### src/rtl/mips_pkg.sv
// mips_pkg: shared MEM/WB stage types and constants.
package mips_pkg;
  typedef enum logic [1:0] {IDLE, ACCESS, DONE} state_t;
  localparam logic [31:0] DEF_ADDR_BASE = 32'd1024;
  function automatic logic [31:0] word_offset(input logic [31:0] addr, input logic [31:0] base);
    return (addr - base) & ~32'd3;
  endfunction
endpackage

### src/rtl/mem_watchdog.sv
// mem_watchdog: counts consecutive ACCESS cycles and flags the TIMEOUT-th one.
module mem_watchdog #(
  parameter int TIMEOUT = 15
) (
  input  logic clk,
  input  logic rst,
  input  logic active,
  output logic expired
);
  localparam int W = $clog2(TIMEOUT + 1);
  logic [W-1:0] cnt;
  assign expired = active && cnt == W'(TIMEOUT - 1);
  always_ff @(posedge clk or negedge rst)
    if (!rst) cnt <= '0;
    else cnt <= active ? cnt + 1'b1 : '0;
endmodule

### src/rtl/mem_wb_stage.sv
// mem_wb_stage: MEM/WB pipeline stage with data-memory handshake FSM.
// Optional access timeout and sticky mem_error enabled by macro MEM_TIMEOUT_EN.
module mem_wb_stage
  import mips_pkg::*;
#(
  parameter logic [31:0] ADDR_BASE = DEF_ADDR_BASE,
  parameter int          TIMEOUT   = 15
) (
  input  logic        clk,
  input  logic        rst,
  input  logic        valid_in,
  input  logic        MEM_R_EN,
  input  logic        MEM_W_EN,
  input  logic        WB_EN_in,
  input  logic [31:0] ALU_Res,
  input  logic [31:0] ST_Val,
  input  logic [4:0]  Dest_in,
  output logic        mem_req,
  output logic        mem_we,
  output logic [31:0] mem_addr,
  output logic [31:0] mem_wdata,
  input  logic        mem_ack,
  input  logic [31:0] mem_rdata,
  output logic        WB_Write_Enable,
  output logic [4:0]  WB_Dest,
  output logic [31:0] WB_Data,
  output logic        freeze,
  output logic        mem_error
);
  state_t     state, state_nxt;
  logic       is_mem, expired, sv_en;
  logic [4:0] sv_dest;
  assign is_mem = MEM_R_EN | MEM_W_EN;
  assign freeze = (state == IDLE && valid_in && is_mem) || state == ACCESS;
`ifdef MEM_TIMEOUT_EN
  mem_watchdog #(.TIMEOUT(TIMEOUT)) u_wdog (
    .clk(clk),
    .rst(rst),
    .active(state == ACCESS),
    .expired(expired)
  );
  // ack on the expiring cycle is a normal completion
  always_ff @(posedge clk or negedge rst)
    if (!rst) mem_error <= 1'b0;
    else if (expired && !mem_ack) mem_error <= 1'b1;
`else
  assign expired   = 1'b0;
  assign mem_error = 1'b0;
`endif
  always_comb begin
    state_nxt = state;
    if (state == IDLE && valid_in && is_mem) state_nxt = ACCESS;
    else if (state == ACCESS && (mem_ack || expired)) state_nxt = DONE;
    else if (state == DONE) state_nxt = IDLE;
  end
  always_ff @(posedge clk or negedge rst)
    if (!rst) state <= IDLE;
    else state <= state_nxt;
  // mem_we doubles as the saved store flag; R+W together is a store
  always_ff @(posedge clk or negedge rst) begin
    if (!rst) begin
      mem_req         <= 1'b0;
      mem_we          <= 1'b0;
      mem_addr        <= '0;
      mem_wdata       <= '0;
      WB_Write_Enable <= 1'b0;
      WB_Dest         <= '0;
      WB_Data         <= '0;
      sv_en           <= 1'b0;
      sv_dest         <= '0;
    end else begin
      WB_Write_Enable <= 1'b0;
      if (state == IDLE && valid_in && is_mem) begin
        mem_req   <= 1'b1;
        mem_we    <= MEM_W_EN;
        mem_addr  <= word_offset(ALU_Res, ADDR_BASE);
        mem_wdata <= ST_Val;
        sv_en     <= WB_EN_in;
        sv_dest   <= Dest_in;
      end else if (state == IDLE && valid_in) begin
        WB_Write_Enable <= WB_EN_in && |Dest_in;
        WB_Dest         <= Dest_in;
        WB_Data         <= ALU_Res;
      end else if (state == ACCESS && mem_ack) begin
        mem_req <= 1'b0;
        if (!mem_we) begin
          WB_Write_Enable <= sv_en && |sv_dest;
          WB_Dest         <= sv_dest;
          WB_Data         <= mem_rdata;
        end
      end else if (state == ACCESS && expired) begin
        mem_req <= 1'b0;
      end
    end
  end
endmodule

### config.mk
export PLATFORM = sky130hd
export DESIGN_NAME = mem_wb_stage
export DESIGN_NICKNAME = d
export VERILOG_FILES = /design/src/rtl/mips_pkg.sv /design/src/rtl/mem_watchdog.sv /design/src/rtl/mem_wb_stage.sv
export SDC_FILE = /design/constraint.sdc
export NUM_CORES = 1
export LEC_CHECK = 0
export ABC_AREA = 1
export CORE_AREA = 2 2 154 156
export DETAILED_ROUTE_END_ITERATION = 10
export DIE_AREA = 0 0 156 158
export SLEW_MARGIN = 20
export SYNTH_ARGS = -nofsm -noshare
export SYNTH_HDL_FRONTEND = slang
export SYNTH_SLANG_ARGS = --single-unit
### constraint.sdc
create_clock -name clk -period 3.8 [get_ports clk]
set_clock_uncertainty 0.15 [all_clocks]
set_input_delay 1.14 -clock clk [delete_from_list [all_inputs] [get_ports clk]]
set_output_delay 1.14 -clock clk [all_outputs]
set_load 0.05 [all_outputs]
==> impl_metrics.csv, run 1 <==
group,metric,value,unit
status,status,"complete, no violations",
synth,ys.flop_type,"dfrtp_1",
drt,ant_nets,0,
setup_path,arrival,2.30,ns
setup_path,worstSetupPathType,"in -> out",
timing,slew_headroom,38.73,%
pwr,p_int,3574,µW
synth,ys_seq_area_share,52.67,%
drt,wl,16300,µm
placement,gp_congestion,0.8340,
pwr,p_seq_share,27.9,%
timing,tightest_slew,0.9190,ns
floorplanning,core,0.02305,mm²
setup_path,cp-start-kind,"primary input",
timing,finalMaxSlewViolations,0,
clocking,htreeDepth,3,
synth,avgSynthCellArea,7.708,µm²
synth,synth-seq-cells,110,
floorplanning,die_x,156,µm
pwr,p_total,7189,µW
clocking,clkTransAtPathRegs,0.08,ns
cells_and_area,nets,983,
placement,pre_cts_ws,0.1930,ns
synth,async_flop_share,100.0,%
clocking,clock_latency,0.36,ns
floorplanning,die_h,158,µm
cells_and_area,n_antenna_cell,0,
floorplanning,die_area,0.02465,mm²
cells_and_area,final_layout_size_suffix_gt1_share,3.754,%
global_routing,grt_pass1_vias,4455,
clocking,cts_buffers,9,
clocking,cts_tree,"done",
setup_path,critPathCaptureType,"output pin",
synth,ys_warn_count,0,
clocking,cts-root-buf,"clkbuf_16",
timing,layout_setup_ws,0.2103,ns
placement,port-buffer-count,210,
global_routing,grt_usage,13.20,%
cells_and_area,layout_common_cells,"nand2_1, clkdlybuf4s50_1, dfrtp_1",
synth,synth_edf_count,0,
floorplanning,start_util,22.67,%
pwr,clkPwrFrac,14.2,%
timing,post-route-period-util,94.47,%
global_routing,grt_start_max_net_pins,93,
timing,clock.fmax,278.6,MHz
synth,netlist_area,0.005226,mm²
timing,rsz0062_at_grt,"no",
placement,dp_hpwl,11900,µm
synth,synthCells,678,
cells_and_area,final_common_cell,"nand2_1",
drt,num_vias,4849,
clocking,clock_path_buffers,2,
cells_and_area,area_growth,51.30,%
global_routing,antenna_found_initial,0,
floorplanning,design.portCount,214,
setup_path,crit_fanout,2,
pwr,powerDensity,909.2,mW/mm²
clocking,cts_resized,0,
timing,tns,0,ns
global_routing,grt_overflow,0,
clocking,cts-hold-fix-buffers,0,
drt,routedWlPerCell,13.94,µm
timing,setup_viol,0,
pwr,switching_share,50.28,%
pwr,irDropWorstVdd,0.3996,mV
drt,remaining_drc_errors,0,
global_routing,grt_pass1_wl,25010,µm
pwr,power_leakage,0.003727,µW
drt,dr.pass1.iters,4,
drt,vias_per_cell,4.148,
drt,drtIter0Drc,271,
timing,hold_violations,0,
clocking,cts_setup_buffers,0,
pwr,combPwrFrac,57.9,%
clocking,clock_sinks,110,
timing,finalCriticalPeriod,3.590,ns
worst_hold_path,hold_path_class,"reg -> reg",
pwr,switchingPower,3615,µW
floorplanning,rows,56,
setup_path,required,2.51,ns
synth,yosysUniqueCellTypes,23,
job,cap_violations,0,
## sequential cells by signal (all words and copies together), names as in the netlist
name             cells
state                2
WB_Data             32
WB_Dest              5
mem_wdata           32
sv_en                1
sv_dest              5
mem_we               1
WB_Write_Enable      1
mem_addr            30
mem_req              1
## stage by stage
stage               hold slack, ns  util, %  cell area, µm²  instances
finish                      0.3228    34.30            7908       1169
global placement            0.3036    32.94            7594       1153
floorplan                   0.3089        -            5234        680
detailed placement          0.3070    32.94            7594       1153
global route                0.3531    34.30            7908       1169
CTS                         0.3254    34.30            7908       1169
## layer usage
metal	part of all wire [%]	track usage [%]	up-vias
li1	-	-	2465
met1	46	17.92	2224
met2	46	20.42	149
met3	6.8	3.258	11
met4	1.3	4.806	0
met5	0	0	-
## layout make-up
type,instances,area (µm²)
well taps,290,362.8
inverters,87,326.6
flip-flops and latches,110,2753
clock inverters,7,88.84
clock buffers,9,225.2
fillers,2394,15140
multi-input cells,448,1957
repair buffers,218,2195
## power by group through the flow
stage / clock network [µW] / registers [µW] / logic (µW)
after CTS: 1060 / 2010 / 4230
after global placement: 0 / 2010 / 4190
after global routing: 1100 / 2080 / 4460
after floorplan: 0 / 3760 / 1010
final: 1020 / 2010 / 4160
after detailed placement: 0 / 2030 / 4220
## synthesized netlist by cell type, types with 3 or more instances
master,number,area [µm²]
inv_2,3,11.26
buf_4,10,75.07
a21oi_1,3,15.01
nand4_1,6,37.54
o21ai_1,40,200.2
buf_6,3,33.78
inv_1,84,315.3
nand3_1,22,110.1
clkbuf_1,8,30.03
nand2_1,264,991.0
dfrtp_1,110,2753
xor2_1,7,61.31
o21ai_0,61,305.3
buf_2,14,70.07
nor2_1,35,131.4
## worst max-delay path: stages
cell	delay, ns
clkdlybuf4s50_1	0.52
nand3_4	0.10
a21oi_4	0.13
inv_2	0.04
o21ai_0	0.17
buf_12	0.19
## logic make-up (layout without fill, tap and decap cells)
logic type                 after synthesis  after routing  share of synthesized area [%]
buffers and inverters                  122            321                          10.25
other                                    1              3                        0.07175
AOI/OAI and AO/OA                      106            106                          10.39
and+or+nand+nor                        330            330                          25.04
xor gates and xnor gates                 8              8                          1.341
adders and majority gates                1              1                         0.2394
DFF                                    110            110                          52.67
## path summary, 6_finish.rpt
kind | from | to | slack (ns) | cells past startpoint
worst min register to register | mem_wdata[11]$_DFFE_PN0P_ | mem_wdata[11]$_DFFE_PN0P_ | 0.32 | 2
worst min-delay path | mem_wdata[11]$_DFFE_PN0P_ | mem_wdata[11]$_DFFE_PN0P_ | 0.32 | 2
worst max-delay path | valid_in | freeze | 0.21 | 6
max in group asynchronous | rst | mem_addr[10]$_DFFE_PN0P_ | 2.17 | 2
worst max register to register | state[1]$_DFFE_PN0P_ | WB_Data[18]$_DFFE_PN0P_ | 1.79 | 7
min in group asynchronous | rst | state[0]$_DFFE_PN0P_ | 0.62 | 1
(Power assumes the default switching activity.)
==> inputs of run 2 (changes only) <==
CORE_AREA = 2 2 131 184   (was 2 2 154 156)
DIE_AREA = 0 0 133 186   (was 0 0 156 158)
==> run 2 against run 1 <==
Compared with the run above:
- critical endpoint unchanged
- register-to-register slack lost 0.13 ns
- worst setup slack improved by 0.056 ns
- cell count is 1.2% higher
- core utilization barely moved
- critical path depth stayed put
- critical path type unchanged
- die area is 0.37% higher
- via count about the same
- combinational power about the same
==> impl_metrics.csv, run 2 (same netlist as run 1, synthesis figures left out) <==
group,metric,value,unit
job,cap_violations,0,
drt,routedWlPerCell,14.16,µm
clocking,clock_latency,0.35,ns
pwr,p_total,7162,µW
setup_path,reg2reg_depth,7,
drt,ant_nets,0,
pwr,power_leakage,0.003712,µW
cells_and_area,fillers,2395,
worst_hold_path,worstHoldPathCells,2,
setup_path,critPathCaptureType,"output pin",
worst_hold_path,hold_start,"mem_wdata[31]$_DFFE_PN0P_",
cells_and_area,area_growth,51.04,%
floorplanning,design.portCount,214,
cells_and_area,reg_top3,"WB_Data (32), mem_wdata (32), mem_addr (30)",
clocking,cts-hold-fix-buffers,0,
cells_and_area,layout_common_cells,"nand2_1, clkdlybuf4s50_1, dfrtp_1",
timing,finalCriticalPeriod,3.533,ns
setup_path,cp-start-kind,"primary input",
setup_path,r2r_end,"WB_Data[19]$_DFFE_PN0P_",
worst_hold_path,hold_path_class,"reg -> reg",
floorplanning,start_util,22.68,%
clocking,cts-root-buf,"clkbuf_16",
setup_path,r2r_slack,1.66,ns
clocking,clock_path_buffers,2,
placement,dp_hpwl,11990,µm
timing,layout_setup_ws,0.2666,ns
status,status,"complete, no violations",
timing,rsz0062_at_grt,"no",
setup_path,required,2.51,ns
clocking,htreeDepth,3,
clocking,clock_sinks,110,
cells_and_area,multiInputGateArea,0.001957,mm²
drt,wl,16750,µm
global_routing,antenna_found_initial,0,
global_routing,grt_usage,13.27,%
clocking,cts_setup_buffers,0,
placement,gp_congestion,0.7729,
timing,hold_violations,0,
timing,clock.fmax,283.0,MHz
drt,dr.pass1.iters,5,
setup_path,arrival,2.24,ns
global_routing,grt_pass1_vias,4551,
clocking,cts_resized,0,
clocking,cts_buffers,9,
timing,tns,0,ns
drt,drtIter0Drc,312,
pwr,powerDensity,907.2,mW/mm²
cells_and_area,n_antenna_cell,0,
floorplanning,rows,66,
setup_path,crit_fanout,2,
timing,slew_headroom,35.17,%
drt,vias_per_cell,4.102,
floorplanning,die_area,0.02474,mm²
cells_and_area,final_layout_size_suffix_gt1_share,3.421,%
floorplanning,core,0.02304,mm²
timing,setup_viol,0,
placement,port-buffer-count,210,
placement,pre_cts_ws,0.2586,ns
worst_hold_path,hold_path_end,"mem_wdata[31]$_DFFE_PN0P_",
clocking,cts_tree,"done",
timing,tightest_slew,0.9724,ns
floorplanning,die_x,133,µm
cells_and_area,nets,982,
pwr,irDropWorstVdd,0.3293,mV
drt,remaining_drc_errors,0,
cells_and_area,final_common_cell,"nand2_1",
floorplanning,die_h,186,µm
timing,post-route-period-util,92.98,%
setup_path,r2r_start,"state[1]$_DFFE_PN0P_",
drt,num_vias,4853,
global_routing,grt_start_max_net_pins,111,
timing,finalMaxSlewViolations,0,
clocking,clkTransAtPathRegs,0.07,ns
setup_path,worstSetupPathType,"in -> out",
global_routing,grt_overflow,0,
cells_and_area,layout.area.seq,0.002753,mm²
global_routing,grt_pass1_wl,25270,µm
-- run 2: changes by cell type in the layout (fill, tap and decap cells not counted) --
| cell | before | now |
|---|---|---|
| buf_12 | 3 | 2 |
| clkinv_8 | 1 | 0 |
| clkbuf_1 | 0 | 1 |
| clkbuf_8 | 0 | 2 |
| inv_8 | 1 | 0 |
| clkinv_4 | 0 | 1 |
| inv_6 | 3 | 0 |
-- run 2: metrics by stage --
stage          instance area (µm²)  util (%)  instances  hold slack [ns]
2_1_floorplan                 5234         -        680           0.3089
3_3_place_gp                  7594     32.96       1168           0.3042
3_5_place_dp                  7594     32.96       1168           0.3083
4_1_cts                       7894     34.26       1183           0.3257
5_1_grt                       7894     34.26       1183           0.3505
6_report                      7894     34.26       1183           0.3202
-- run 2: final cells by class --
class / instances / area share, %
clock buffer: 12 / 3.249
multi-input combinational: 448 / 24.79
inverter: 87 / 4.137
tap: 306 / 4.850
timing repair buffer: 217 / 27.55
clock inverter: 3 / 0.5548
sequential: 110 / 34.87
-- run 2: critical path: stages --
cell,delay [ns]
clkdlybuf4s50_1,0.50
nand3_4,0.09
a21oi_4,0.14
inv_2,0.05
o21ai_0,0.14
buf_12,0.19
-- run 2: worst max path at each step --
| stage | endpoint | startpoint | depth (start not counted) | slack (ns) |
|---|---|---|---|---|
| 2_1_floorplan | freeze | valid_in | 6 | 0.23 |
| 3_3_place_gp | freeze | valid_in | 6 | 0.28 |
| 3_5_place_dp | freeze | valid_in | 6 | 0.26 |
| 4_1_cts | freeze | valid_in | 6 | 0.26 |
| 5_1_grt | freeze | valid_in | 6 | 0.21 |
| 6_report | freeze | valid_in | 6 | 0.27 |
-- run 2: report_power, final --
| part | switching, µW | internal, µW |
|---|---|---|
| Sequential | 292 | 1720 |
| Combinational | 2860 | 1320 |
| Clock | 431 | 545 |
-- run 2: per-layer routing --
layer  up-vias  GRT usage [%]  wire, µm
met5         -              0         0
met4         0          5.032       306
met1      2237          16.35      7210
met2       135          22.61      8365
met3        14          3.023       870
li1       2467              -         -
==> inputs of run 3 (changes only) <==
CORE_AREA = 2 2 99 139   (was 2 2 131 184)
DIE_AREA = 0 0 101 141   (was 0 0 133 186)
PLACE_DENSITY = 0.76   (was unset)
==> run 3 against run 2 <==
Compared with the run above:
- maximum frequency down 3.1%
- clock power is 2% lower
- die area fell by 42%
- critical path type unchanged
- cell count down 13%
- power decreased by 0.49%
- register-to-register slack better by 0.05 ns
- wire length down 12%
- highest routed layer unchanged
- critical endpoint unchanged
- first-iteration DRC count is 48% lower
- global-route usage grew 7.7 points
- non-clock buffer count unchanged
- sequential share of layout area increased by 0.81 points
- core utilization increased by 24 points
==> impl_metrics.csv, run 3 (same netlist as run 1, synthesis figures left out) <==
group,metric,value,unit
global_routing,grt_overflow,0,
global_routing,grt_pass1_vias,4710,
timing,finalCriticalPeriod,3.648,ns
cells_and_area,nets,982,
placement,dp_hpwl,10700,µm
clocking,clock_latency,0.34,ns
setup_path,cp-start-kind,"primary input",
clocking,cts_tree,"done",
floorplanning,design.portCount,214,
floorplanning,die_area,0.01424,mm²
timing,setup_viol,0,
clocking,cts-root-buf,"clkbuf_16",
drt,dr.pass1.iters,4,
floorplanning,die_x,101,µm
clocking,cts_buffers,9,
placement,gp_congestion,0.8613,
cells_and_area,area_growth,47.62,%
timing,slew_headroom,40.72,%
clocking,cts_resized,0,
cells_and_area,fin_area,0.007715,mm²
pwr,irDropWorstVdd,0.4740,mV
clocking,htreeDepth,3,
drt,num_vias,4830,
cells_and_area,reg_top3,"WB_Data (32), mem_wdata (32), mem_addr (30)",
floorplanning,rows,50,
timing,finalMaxSlewViolations,0,
job,cap_violations,0,
cells_and_area,layout_common_cells,"nand2_1, clkdlybuf4s50_1, dfrtp_1",
setup_path,worstSetupPathType,"in -> out",
timing,layout_setup_ws,0.1518,ns
timing,rsz0062_at_grt,"no",
setup_path,arrival,2.36,ns
setup_path,critPathCaptureType,"output pin",
drt,routedWlPerCell,14.20,µm
timing,tns,0,ns
setup_path,crit_fanout,3,
pwr,switchingPower,3571,µW
global_routing,grt_start_max_net_pins,93,
clocking,cts-hold-fix-buffers,0,
pwr,power_leakage,0.003710,µW
cells_and_area,final_layout_size_suffix_gt1_share,3.535,%
cells_and_area,final_common_cell,"nand2_1",
floorplanning,start_util,39.78,%
pwr,p_total,7127,µW
cells_and_area,n_antenna_cell,0,
placement,port-buffer-count,210,
floorplanning,die_h,141,µm
drt,remaining_drc_errors,0,
clocking,clkTransAtPathRegs,0.08,ns
floorplanning,core,0.01314,mm²
placement,dpl-instance-area,0.007418,mm²
pwr,combPwrFrac,58.4,%
global_routing,antenna_found_initial,0,
clocking,cts_setup_buffers,0,
pwr,clkPwrFrac,13.4,%
global_routing,grt_pass1_wl,23650,µm
drt,drtIter0Drc,163,
drt,ant_nets,0,
drt,vias_per_cell,4.676,
pwr,p_int,3556,µW
pwr,switching_share,50.10,%
timing,clock.fmax,274.1,MHz
timing,hold_violations,0,
clocking,clock_sinks,110,
timing,tightest_slew,0.8892,ns
pwr,p_seq_share,28.2,%
timing,post-route-period-util,96.01,%
placement,pre_cts_ws,0.1843,ns
drt,wl,14670,µm
setup_path,required,2.51,ns
global_routing,grt_usage,21.01,%
worst_hold_path,hold_path_class,"reg -> reg",
pwr,powerDensity,923.8,mW/mm²
status,status,"complete, no violations",
clocking,clock_path_buffers,2,
run 3: per-layer routing:
| layer | wire length (µm) | up-vias | global-route usage [%] |
|---|---|---|---|
| met3 | 617 | 31 | 3.223 |
| met2 | 7568 | 135 | 36.18 |
| met4 | 461 | 0 | 8.890 |
| met5 | 0 | - | 0 |
| li1 | - | 2462 | - |
| met1 | 6023 | 2202 | 25.97 |
run 3: worst paths after layout:
| kind | startpoint | endpoint | slack, ns | depth (start not counted) |
|---|---|---|---|---|
| min in group asynchronous | rst | mem_wdata[24]$_DFFE_PN0P_ | 0.55 | 1 |
| max in group asynchronous | rst | mem_addr[15]$_DFFE_PN0P_ | 2.12 | 2 |
| max reg2reg | state[1]$_DFFE_PN0P_ | WB_Data[13]$_DFFE_PN0P_ | 1.71 | 6 |
| min | mem_wdata[28]$_DFFE_PN0P_ | mem_wdata[28]$_DFFE_PN0P_ | 0.32 | 2 |
| max | valid_in | freeze | 0.15 | 6 |
| min reg2reg | mem_wdata[28]$_DFFE_PN0P_ | mem_wdata[28]$_DFFE_PN0P_ | 0.32 | 2 |
run 3: metrics by stage:
step                      util (%)  instances  hold WS, ns
after floorplan                  -        680       0.3089
after CTS                    58.72       1033       0.3260
after global routing         58.72       1033       0.3417
after detailed placement     56.47       1018       0.3083
final                        58.72       1033       0.3202
after global placement       56.47       1018       0.3029
run 3: power by group through the flow:
stage	sequential, µW	combinational (µW)	clock [µW]
2_1_floorplan	3760	1010	0
3_3_place_gp	2010	4140	0
3_5_place_dp	2020	4190	0
4_1_cts	2010	4200	983
5_1_grt	2080	4420	1030
6_report	2010	4160	956
run 3: final cells by class:
cell class | count | area (µm²)
tap | 156 | 195.2
sequential | 110 | 2753
inverter | 87 | 326.6
fill | 1206 | 5423
clock buffer | 9 | 225.2
timing repair buffer | 217 | 2187
multi-input combinational | 448 | 1957
clock inverter | 6 | 71.32
run 3: worst max-delay path, cell delays in order:
cell and delay, ns:
clkdlybuf4s50_1 0.51, nand3_4 0.12, a21oi_4 0.19, inv_2 0.05, o21ai_0 0.16, buf_12 0.19
